$ cat src/rtl/nibble_pair_serial_tx.sv
// nibble_pair_serial_tx: serialises {b,a} nibble pairs as start|a|b|[parity]|stop.
// Ports: clk, rst_n, in_valid/in_ready/in_a/in_b handshake in; tx line, busy, done out.
module nibble_pair_serial_tx #(
  parameter int CLKS_PER_BIT = 4,
  parameter bit PARITY_EN    = 1'b1
) (
  input  logic       clk,
  input  logic       rst_n,
  input  logic       in_valid,
  output logic       in_ready,
  input  logic [3:0] in_a,
  input  logic [3:0] in_b,
  output logic       tx,
  output logic       busy,
  output logic       done
);

  localparam int BW =
    (CLKS_PER_BIT > 1) ? $clog2(CLKS_PER_BIT) : 1;
  localparam logic [BW-1:0] LAST = BW'(CLKS_PER_BIT - 1);
  localparam logic [BW-1:0] NEAR = BW'(CLKS_PER_BIT - 2);

  localparam logic [2:0] S_IDLE   = 3'd0;
  localparam logic [2:0] S_START  = 3'd1;
  localparam logic [2:0] S_DATA   = 3'd2;
  localparam logic [2:0] S_PARITY = 3'd3;
  localparam logic [2:0] S_STOP   = 3'd4;

  logic [2:0]    state;
  logic [BW-1:0] baud;
  logic [2:0]    bitcnt;
  logic [7:0]    sh;
  logic          par;
  logic          baud_end;

  assign baud_end = (baud == LAST);

  // tx is registered, so every transition loads the
  // line value of the state being entered.
  always_ff @(posedge clk or negedge rst_n) begin
    if (!rst_n) begin
      state    <= S_IDLE;
      baud     <= '0;
      bitcnt   <= '0;
      sh       <= '0;
      par      <= 1'b0;
      tx       <= 1'b1;
      in_ready <= 1'b1;
      busy     <= 1'b0;
      done     <= 1'b0;
    end else if (in_valid && in_ready) begin
      state    <= S_START;
      baud     <= '0;
      bitcnt   <= '0;
      sh       <= {in_b, in_a};
      par      <= ^{in_b, in_a};
      tx       <= 1'b0;
      in_ready <= 1'b0;
      busy     <= 1'b1;
      done     <= 1'b0;
    end else begin
      if (state != S_IDLE)
        baud <= baud_end ? '0 : baud + 1'b1;
      unique case (state)
        S_START: begin
          if (baud_end) begin
            state  <= S_DATA;
            bitcnt <= '0;
            tx     <= sh[0];
          end
        end
        S_DATA: begin
          if (baud_end) begin
            if (bitcnt == 3'd7) begin
              if (PARITY_EN) begin
                state <= S_PARITY;
                tx    <= par;
              end else begin
                state <= S_STOP;
                tx    <= 1'b1;
              end
            end else begin
              sh     <= sh >> 1;
              tx     <= sh[1];
              bitcnt <= bitcnt + 3'd1;
            end
          end
        end
        S_PARITY: begin
          if (baud_end) begin
            state <= S_STOP;
            tx    <= 1'b1;
          end
        end
        S_STOP: begin
          // Raise done/in_ready one edge early so both
          // are visible during the final stop cycle.
          if (baud == NEAR) begin
            done     <= 1'b1;
            in_ready <= 1'b1;
          end
          if (baud_end) begin
            state <= S_IDLE;
            busy  <= 1'b0;
            done  <= 1'b0;
            tx    <= 1'b1;
          end
        end
        default: begin
          done <= 1'b0;
        end
      endcase
    end
  end

endmodule

$ cat config.mk
export PLATFORM = sky130hd
export DESIGN_NAME = nibble_pair_serial_tx
export DESIGN_NICKNAME = d
export VERILOG_FILES = /design/src/rtl/nibble_pair_serial_tx.sv
export SDC_FILE = /design/constraint.sdc
export NUM_CORES = 1
export LEC_CHECK = 0
export ABC_CLOCK_PERIOD_IN_PS = 2360
export CORE_MARGIN = 3
export CORE_UTILIZATION = 45
export CTS_CLUSTER_DIAMETER = 200
export CTS_CLUSTER_SIZE = 24
export DETAILED_ROUTE_END_ITERATION = 10
export HOLD_SLACK_MARGIN = 0.08
export PLACE_DENSITY = 0.66
export SETUP_SLACK_MARGIN = 0.5
export SLEW_MARGIN = 20
export SYNTH_ARGS = -nofsm -noshare
export SYNTH_HDL_FRONTEND = slang
export SYNTH_SLANG_ARGS = --single-unit
export TNS_END_PERCENT = 30
$ cat constraint.sdc
create_clock -name clk -period 2.36 [get_ports clk]
set_input_delay 0.472 -clock clk [delete_from_list [all_inputs] [get_ports clk]]
set_output_delay 0.472 -clock clk [all_outputs]
set_load 0.02 [all_outputs]
==> results.cfg <==
[outcome]
outcome = complete, no violations

[synthesis]
yosysUniqueCellTypes = 32
synth.top_cell.area_share_pct = 39.4
synth_area_um2 = 1210
yosys.area.top_type = dfrtp_1
synthAdderAreaFrac_pct = 4.15
syn_avg_cell_area_um2 = 9.74
synth_xor_area_share_pct = 5.80
synth-edff-count = 0
synth_flop_cell = dfrtp_1
synthSimpleGateAreaFrac_pct = 19.4
ys_seq_area_share_pct = 43.7
ys_ff_latch = 21
async_reset_ff_share_pct = 100
synth_common_cells = 19 x dfrtp_1, 18 x nor2_1, 15 x nand2_1
syn_inst = 124
yosysWarnings = 0
muxShareOfSynthArea_pct = 1.66
synth_top_family_by_area = simple AND/OR/NAND/NOR gates
synth.most_common_cell = dfrtp_1
synth_compound_area_share_pct = 18.9
syn-num-nets = 139
synth_area_leaders = dfrtp_1 39%, a21oi_2 8.7%, nor2_1 5.6%, xnor2_1 5.1%, nand2_1 4.7%

[sta]
relSlewSlack_pct = 72.0
skew_ns = 0.00635
tns_ns = 0
timing.hold.ws_ns = 0.496
fin_crit_ns = 1.79
layout_setup_ws_ns = 0.572
slew_violations = 0
timing_hold_violations_final = 0
finalCritPeriodShare_pct = 75.8
max_freq_mhz = 559
tightest_slew_ns = 0.420
rsz0062_at_grt = false
setup_viol = 0

[worst_setup_path]
worst-path-max-fanout = 3
crit_family = buffers and inverters
end_kind = output pin
arrival_ns = 1.32
worst_path_max_delay_cell = clkdlybuf4s50_1
ff2ff_setup_slack_ns = 0.68
slowest_delay_ns = 0.63
crit_path_start_kind = flip-flop
worst-path-buf-inv = 1
crit_type = reg2out
cp_cell_sequence = clkdlybuf4s50_1
required_ns = 1.89

[final_layout]
area_growth_pct = 12.5
drive_above_1_share_pct = 18.2
nets = 153
final_area_um2 = 1360
diodes = 0

[pwr]
power.density_nw_per_um2 = 1030
max-vdd-ir-drop_mv = 0.637
power_mw = 1.40
leakage_nw = 0.579

[detailed_routing]
via_per_inst = 5.33
drc = 0
routed_wl_um = 2170
first_pass_iters = 4
ant_nets = 0
via_count = 890
dr.first_iter.drc_count = 11
wl_per_cell_um = 13.0

[die]
start_util_pct = 47.9
core-area_um2 = 2520
die_y_um = 57.8
pin_count = 15
dieWidth_um = 57.8
rows = 18
die-area_um2 = 3340

[min_path]
hold_class = in2async

[placed_design]
numPortBuffers = 14
placed_area_um2 = 1330
routabilityCongestion = 0.754
place_hpwl_um = 1700
dp_slack_ns = 0.578

[clock_network]
cts_hold_buf = 0
cts-root-buf = clkbuf_4
clk_latency_ns = 0.30
cts_setup_buffers = 0
cts_tree = built
htree_levels = 1
cts_buffer_depth = 2
cts_sinks = 21
cts_made_buffers = 3
clkTransAtPathRegs_ns = 0.11

[global_routing]
antenna_found_initial = 0
grt_pass1_wl_um = 3930
grt-ovfl-total = 0
grt_pass1_vias = 871
grt_use_total_pct = 15.2
grt_max_degree = 22

[run]
maxCapViolations = 0
cell families after synthesis:
group	count (synthesis)
muxes	2
xor gates and xnor gates	8
adders and majority gates	4
and+or+nand+nor	48
DFF	21
AOI/OAI and AO/OA	32
buffers and inverters	9
state kept, by name, summed over array words and instances, names as in the netlist:
name,flops
done,1
state,3
busy,1
tx,1
par,1
bitcnt,3
sh,8
in_ready,1
baud,2
layer usage:
metal,global-route usage (%),share of wire (%)
met1,21.3,46
met3,4.68,4.2
met5,0,0
met2,23.7,49
met4,1.99,0.60
layout by cell type (no fill, tap or decap):
master,netlist,layout
dlymetal6s2s_1,0,1
xnor2_1,7,7
a21oi_2,12,12
inv_1,2,2
nor2_1,18,18
clkbuf_4,0,3
nand3_1,3,3
and2_4,1,1
nor2b_1,2,2
and2_1,1,1
nor2_2,1,1
clkdlybuf4s50_1,0,12
a21o_2,1,1
clkinv_2,0,1
dlygate4sd2_1,0,1
nor3_1,3,3
o21ai_0,6,6
a22oi_1,3,3
dfstp_2,2,2
nor3b_4,1,1
nor2b_4,1,1
buf_4,0,2
nand2b_1,1,1
o32a_1,2,2
dfrtp_1,19,19
ha_1,4,4
nand2_1,15,15
o21ai_1,1,1
a31oi_1,1,1
or2b_1,1,1
a21oi_1,6,6
mux2i_1,2,2
xor2_1,1,1
power breakdown:
group          internal (mW)  leakage [nW]  switching (mW)
combinational          0.273         0.317           0.301
sequential             0.511         0.245           0.152
clock                 0.0631        0.0177           0.102
metrics by stage:
| step | std cells | utilization, % |
|---|---|---|
| final | 167 | 53.9 |
| after global routing | 167 | 53.9 |
| after CTS | 167 | 53.8 |
| after detailed placement | 163 | 52.7 |
| after global placement | 163 | 52.7 |
| after floorplan | 124 | - |
path summary, 6_finish.rpt:
path	start	end	cells past startpoint
max	done	done	1
min	rst_n	done	2
max reg2reg	bitcnt[0]	sh[0]	6
min in group clk	par	par	2
max in group asynchronous	rst_n	tx	2
min reg2reg	par	par	2
cell type report:
type                    count  area [µm²]
inverters                   2        7.51
clock buffers               3        22.5
fillers                   229        1160
clock inverters             1        5.00
well taps                  30        37.5
repair buffers             16         156
multi-input cells          94         602
flip-flops and latches     21         528
what timing repair did:
action,in CTS,in global routing
setup endpoints to repair,2,1
gates cloned,0,0
resized for setup,1,1
Note: power is estimated with default switching activity, not from simulation.
